File: config.mk
export PLATFORM = sky130hd
export DESIGN_NAME = simon_round_ctrl
export DESIGN_NICKNAME = d
export VERILOG_FILES = /design/src/rtl/simon_round_ctrl.sv
export SDC_FILE = /design/constraint.sdc
export NUM_CORES = 1
export LEC_CHECK = 0
export ABC_AREA = 1
export BUFFER_PORTS_ARGS = -buffer_cell sky130_fd_sc_hd__buf_2
export CORE_MARGIN = 3
export CORE_UTILIZATION = 50
export DETAILED_ROUTE_END_ITERATION = 6
export GPL_TIMING_DRIVEN = 0
export MAX_ROUTING_LAYER = met4
export PLACE_DENSITY_LB_ADDON = 0.05
export SKIP_LAST_GASP = 1
export SYNTH_ARGS = -nofsm -noshare
export SYNTH_HDL_FRONTEND = slang
export SYNTH_SLANG_ARGS = --single-unit
File: constraint.sdc
create_clock -name clk -period 1.95 [get_ports clk]
set_input_delay 0.39 -clock clk [delete_from_list [all_inputs] [get_ports clk]]
set_output_delay 0.39 -clock clk [all_outputs]
set_load 0.01 [all_outputs]
File: src/rtl/simon_round_ctrl.sv
// Round controller for the memory game: grows a pattern one value per round, plays it
// out to the display stage, then checks the player's key presses against it.
module simon_round_ctrl #(
  parameter int MAX_LEN     = 16,
  parameter int SHOW_CYCLES = 25000000,
  parameter int GAP_CYCLES  = 12500000
) (
  input  logic       clk,
  input  logic       reset,
  input  logic       start,
  input  logic [3:0] seq_in,
  output logic       go_to_next_seq,
  output logic       show_valid,
  output logic [3:0] show_value,
  input  logic       player_valid,
  input  logic [3:0] player_key,
  output logic [4:0] round_len,
  output logic       await_input,
  output logic       win,
  output logic       lose
);

  localparam int IW   = $clog2(MAX_LEN);
  localparam int TMAX = (SHOW_CYCLES > GAP_CYCLES) ? SHOW_CYCLES : GAP_CYCLES;
  localparam int TW   = $clog2(TMAX + 1);

  localparam logic [TW-1:0] SHOW_LAST = TW'(SHOW_CYCLES - 1);
  localparam logic [TW-1:0] GAP_LAST  = TW'(GAP_CYCLES - 1);
  localparam logic [4:0]    LEN_MAX   = 5'(MAX_LEN);

  typedef enum logic [2:0] {
    S_IDLE,
    S_GEN,
    S_CAPTURE,
    S_SHOW_ON,
    S_SHOW_GAP,
    S_INPUT,
    S_WIN,
    S_LOSE
  } state_t;

  state_t          state_q, state_d;
  logic [4:0]      round_len_q, round_len_d;
  logic [IW-1:0]   index_q, index_d;
  logic [TW-1:0]   timer_q, timer_d;
  logic [3:0]      pat_q [MAX_LEN];
  logic [3:0]      pat_d [MAX_LEN];

  logic [4:0]      len_m1;
  logic [IW-1:0]   wr_idx;
  logic            idx_is_last;
  logic            show_done;
  logic            gap_done;
  logic            key_match;

  assign len_m1      = round_len_q - 5'd1;
  assign wr_idx      = len_m1[IW-1:0];
  assign idx_is_last = (5'(index_q) == len_m1);
  assign show_done   = (timer_q == SHOW_LAST);
  assign gap_done    = (timer_q == GAP_LAST);
  assign key_match   = (player_key == pat_q[index_q]);

  always_comb begin
    state_d     = state_q;
    round_len_d = round_len_q;
    index_d     = index_q;
    timer_d     = timer_q;
    pat_d       = pat_q;

    case (state_q)
      S_IDLE, S_WIN, S_LOSE: begin
        if (start) begin
          round_len_d = 5'd1;
          index_d     = '0;
          timer_d     = '0;
          state_d     = S_GEN;
        end
      end

      S_GEN: begin
        state_d = S_CAPTURE;
      end

      // seq_in is valid now, one cycle after the advance pulse
      S_CAPTURE: begin
        pat_d[wr_idx] = seq_in;
        index_d       = '0;
        timer_d       = '0;
        state_d       = S_SHOW_ON;
      end

      S_SHOW_ON: begin
        if (show_done) begin
          timer_d = '0;
          state_d = S_SHOW_GAP;
        end else begin
          timer_d = timer_q + TW'(1);
        end
      end

      S_SHOW_GAP: begin
        if (gap_done) begin
          timer_d = '0;
          if (idx_is_last) begin
            index_d = '0;
            state_d = S_INPUT;
          end else begin
            index_d = index_q + IW'(1);
            state_d = S_SHOW_ON;
          end
        end else begin
          timer_d = timer_q + TW'(1);
        end
      end

      // start is deliberately not looked at here, so a coincident start is dropped
      S_INPUT: begin
        if (player_valid) begin
          if (!key_match) begin
            state_d = S_LOSE;
          end else if (!idx_is_last) begin
            index_d = index_q + IW'(1);
          end else if (round_len_q == LEN_MAX) begin
            state_d = S_WIN;
          end else begin
            round_len_d = round_len_q + 5'd1;
            index_d     = '0;
            state_d     = S_GEN;
          end
        end
      end

      default: begin
        state_d = S_IDLE;
      end
    endcase
  end

  always_ff @(posedge clk) begin
    if (!reset) begin
      state_q     <= S_IDLE;
      round_len_q <= 5'd0;
      index_q     <= '0;
      timer_q     <= '0;
    end else begin
      state_q     <= state_d;
      round_len_q <= round_len_d;
      index_q     <= index_d;
      timer_q     <= timer_d;
    end
  end

  // Pattern storage carries no reset; entries are always written before being read
  always_ff @(posedge clk) begin
    pat_q <= pat_d;
  end

  assign go_to_next_seq = (state_q == S_GEN);
  assign show_valid     = (state_q == S_SHOW_ON);
  assign show_value     = (state_q == S_SHOW_ON) ? pat_q[index_q] : 4'd0;
  assign round_len      = (state_q == S_IDLE) ? 5'd0 : round_len_q;
  assign await_input    = (state_q == S_INPUT);
  assign win            = (state_q == S_WIN);
  assign lose           = (state_q == S_LOSE);

endmodule

==> flow_metrics.py <==
metrics = {
    "sta": {
        "finalHoldWorstSlack_ns": 0.432,
        "max_freq_ghz": 0.455,
        "fin_skew_ns": 0.00954,
        "max-slew-margin-rel_pct": 59.4,
        "setup_viol_count_final": 21,
        "post_route_worst_setup_slack_ns": -0.249,
        "worst_pin_slew_ns": 0.609,
        "maxSlewViolCount": 0,
        "rsz0062_at_grt": "yes",
        "final-hold-violation-count": 0,
        "timing.final.crit_period_ns": 2.20,
        "period_share_pct": 113,
    },
    "die": {
        "dieArea_mm2": 0.0119,
        "top_level_ports": 26,
        "die-height_um": 109,
        "x_dimension_of_the_die_um": 109,
        "core_area_mm2": 0.0103,
        "num_rows": 37,
        "initial_util_pct": 51.6,
    },
    "placed_design": {
        "dpl.hpwl_um": 9340,
        "place_congestion": 0.896,
        "port_buffers": 24,
    },
    "clock_tree": {
        "cts_inserted_buffers": 9,
        "cts-htree-levels": 3,
        "ctsRootBufferMaster": "sky130_fd_sc_hd__clkbuf_8",
        "worst_skew_late_latency_ns": 0.38,
        "numClockSinks": 101,
        "holdBufCountCts": 0,
        "path_clk_slew_ns": 0.10,
        "ctsLongestPathBuffers": 2,
        "tritoncts_clock_tree": "done",
    },
    "worst_hold_path": {
        "min-delay-path-class": "input pin to register",
    },
    "synthesis": {
        "synth-edff-count": 64,
        "number_of_synthesized_register_bits": 101,
        "yosysSeqAreaShare_pct": 50.0,
        "post_synth_fa_ha_maj_area_fraction_pct": 1.88,
        "leading_post_synthesis_cells_by_instance_count": "sky130_fd_sc_hd__nand2_1, sky130_fd_sc_hd__inv_1, sky130_fd_sc_hd__nor2_1",
        "synth_cell_types": 43,
        "synth-xor-area-share_pct": 1.29,
        "post-synth-top-area-cell": "sky130_fd_sc_hd__edfxtp_1",
        "yosys_warnings": 0,
        "synth_compound_area_share_pct": 6.13,
        "synth.mux.area_fraction_pct": 0,
        "synth.most_common_cell": "sky130_fd_sc_hd__nand2_1",
        "synth_top_family_by_area": "simple AND/OR/NAND/NOR gates",
        "synthesis.area_per_instance_um2": 7.92,
        "synth_top_area_share_pct": 36.1,
        "async_flop_share_pct": 0,
        "synth.top_cells.by_area": "sky130_fd_sc_hd__edfxtp_1, sky130_fd_sc_hd__dfxtp_1, sky130_fd_sc_hd__nand2_1",
        "postSynthNetCount": 692,
        "syn_inst": 672,
        "synth_top_flop_cell": "sky130_fd_sc_hd__edfxtp_1",
        "synth_simple_gate_area_share_pct": 31.4,
        "synth_area_mm2": 0.00532,
    },
    "critical_path": {
        "critical_path_required_time_ns": 2.26,
        "critPathMaxFanout": 8,
        "critPathCaptureType": "register",
        "worstSetupPathType": "register to register",
        "critPathArrivalTime_ns": 2.51,
        "timing.critical_path.from_type": "register",
    },
    "drt": {
        "wl_met1_um": 6580,
        "detailedRoute.firstIterationViolations": 349,
        "vias": 4762,
        "detail_route.vias_per_cell": 5.33,
        "number_of_detailed_route_iterations_in_the_first_pass": 5,
        "wl_per_cell_um": 16.5,
        "postRouteAntennaNets": 0,
        "remaining_drc_errors": 0,
        "total_wire_length_um": 14700,
        "top_layer_used": "met4",
        "wl_met2_um": 6940,
        "met3WireLength_um": 856,
    },
    "status": {
        "failed_checks": "setup timing",
        "outcome": "complete, but fails checks",
    },
    "job": {
        "max-cap-violations": 0,
    },
    "power": {
        "clock_power_share_pct": 17.6,
        "combinational_share_of_power_pct": 51.7,
        "fin_total_pwr_w": 0.00837,
        "power_frac_seq_pct": 30.7,
        "p_int_w": 0.00484,
        "power.leakage_nw": 2.98,
        "power_per_cell_area_mw_per_mm2": 1210,
        "sw_frac_of_total_pct": 42.1,
        "irDropWorstVdd_mv": 0.568,
        "p_switching_w": 0.00352,
    },
    "grt": {
        "globalRouteTotalUtil_pct": 25.7,
        "grt_overflow": 0,
        "grt_pass1_vias": 4514,
        "antenna_found_initial": 0,
        "grt_pass1_wl_um": 22500,
        "grt_start_max_net_pins": 18,
    },
    "cells_and_area": {
        "num_antenna_cells": 0,
        "final_layout_size_suffix_gt1_share_pct": 34.0,
        "design.final.nets": 773,
        "filler_cell_count": 843,
        "growth_of_design_area_from_synthesis_to_finish_pct": 30.3,
    },
}
flip-flops by register name, indices dropped and copies added, names as in the netlist:
register     cells
pat_q           64
round_len_q      5
state_q          3
timer_q         25
index_q          4
cell type report:
class | instances | area [um^2] | share of cell area (%)
Multi-Input combinational cell | 453 | 2740 | 39.5
Sequential cell | 101 | 2700 | 38.9
Timing Repair Buffer | 70 | 534 | 7.70
Inverter | 103 | 407 | 5.86
Tap cell | 136 | 170 | 2.45
Buffer | 15 | 164 | 2.36
Clock buffer | 9 | 124 | 1.79
Clock inverter | 7 | 97.6 | 1.41
cell families after synthesis:
logic type | after synthesis
adder cells (fa/ha/maj) | 8
XOR/XNOR | 7
AND/OR/NAND/NOR | 382
AO/OA/AOI/OAI | 56
buffers and inverters | 118
flip-flops | 101
stage by stage:
step / util [%] / worst slack, ns / setup TNS (ns) / instances / cell area (um^2)
global placement: 54.5 / -0.368 / -13.21 / 832 / 5620
finish: 67.2 / -0.249 / -3.22 / 894 / 6940
global route: 67.2 / -0.433 / -7.10 / 894 / 6940
floorplan: - / 0.0108 / 0 / 672 / 5330
CTS: 62.4 / -0.196 / -3.12 / 871 / 6440
detailed placement: 54.5 / -0.389 / -13.86 / 832 / 5620
final timing paths:
kind                            depth (start not counted)  slack, ns        start          end
worst min register to register                          1       0.49  timer_q[23]  timer_q[23]
worst min-delay path                                    1       0.43    seq_in[1]    pat_q[17]
worst max-delay path                                   17      -0.25   index_q[0]   index_q[1]
worst max register to register                         17      -0.25   index_q[0]   index_q[1]
cells in the final DEF, fill, tap and decap left out, types with 12 or more instances in the layout:
cell	Yosys	final
sky130_fd_sc_hd__nor2_4	1	12
sky130_fd_sc_hd__edfxtp_1	64	64
sky130_fd_sc_hd__nand3_2	2	25
sky130_fd_sc_hd__nand2_1	194	173
sky130_fd_sc_hd__inv_1	91	79
sky130_fd_sc_hd__a21oi_1	23	15
sky130_fd_sc_hd__nor2_1	78	59
sky130_fd_sc_hd__buf_4	5	42
sky130_fd_sc_hd__dfxtp_1	37	19
sky130_fd_sc_hd__buf_2	5	26
sky130_fd_sc_hd__inv_2	9	19
sky130_fd_sc_hd__nor2_2	6	14
sky130_fd_sc_hd__nand3_1	63	34
sky130_fd_sc_hd__nand2_2	7	22
power groups by stage:
stage | sequential (W) | combinational (W) | clock, W
final | 0.00257 | 0.00433 | 0.00147
after global routing | 0.00258 | 0.00469 | 0.00161
after CTS | 0.00256 | 0.00381 | 0.00151
after detailed placement | 0.00258 | 0.00284 | 0
after global placement | 0.00257 | 0.00282 | 0
after floorplan | 0.00254 | 0.00208 | 0
worst max-delay path: stages, from the launching register on:
cell and delay [ns]:
sky130_fd_sc_hd__dfxtp_2 0.35, sky130_fd_sc_hd__buf_12 0.15, sky130_fd_sc_hd__inv_12 0.10, sky130_fd_sc_hd__buf_16 0.12, sky130_fd_sc_hd__nand2_1 0.05, sky130_fd_sc_hd__nand3_1 0.09, sky130_fd_sc_hd__nand3_2 0.12, sky130_fd_sc_hd__nand3_4 0.12
sky130_fd_sc_hd__nand2_1 0.07, sky130_fd_sc_hd__nand2_1 0.07, sky130_fd_sc_hd__nand2_2 0.06, sky130_fd_sc_hd__nor2_4 0.20, sky130_fd_sc_hd__nand2_2 0.09, sky130_fd_sc_hd__nand2_2 0.06, sky130_fd_sc_hd__nand4_1 0.18, sky130_fd_sc_hd__nand2_1 0.13
sky130_fd_sc_hd__nand2_1 0.05, sky130_fd_sc_hd__nor2_1 0.11
layer usage:
metal	global-route usage (%)	vias up
met5	-	-
met4	9.80	0
met3	5.92	30
met2	39.2	148
met1	33.7	2261
li1	-	2323
what timing repair did:
action | CTS | global route
endpoints found under the hold margin | 0 | 0
setup buffers | 21 | 22
pin swaps | 36 | 49
cloned | 2 | 1
resized for setup | 101 | 90
endpoints found under the setup margin | 102 | 68
No activity file was read; power rests on OpenSTA's default activity.
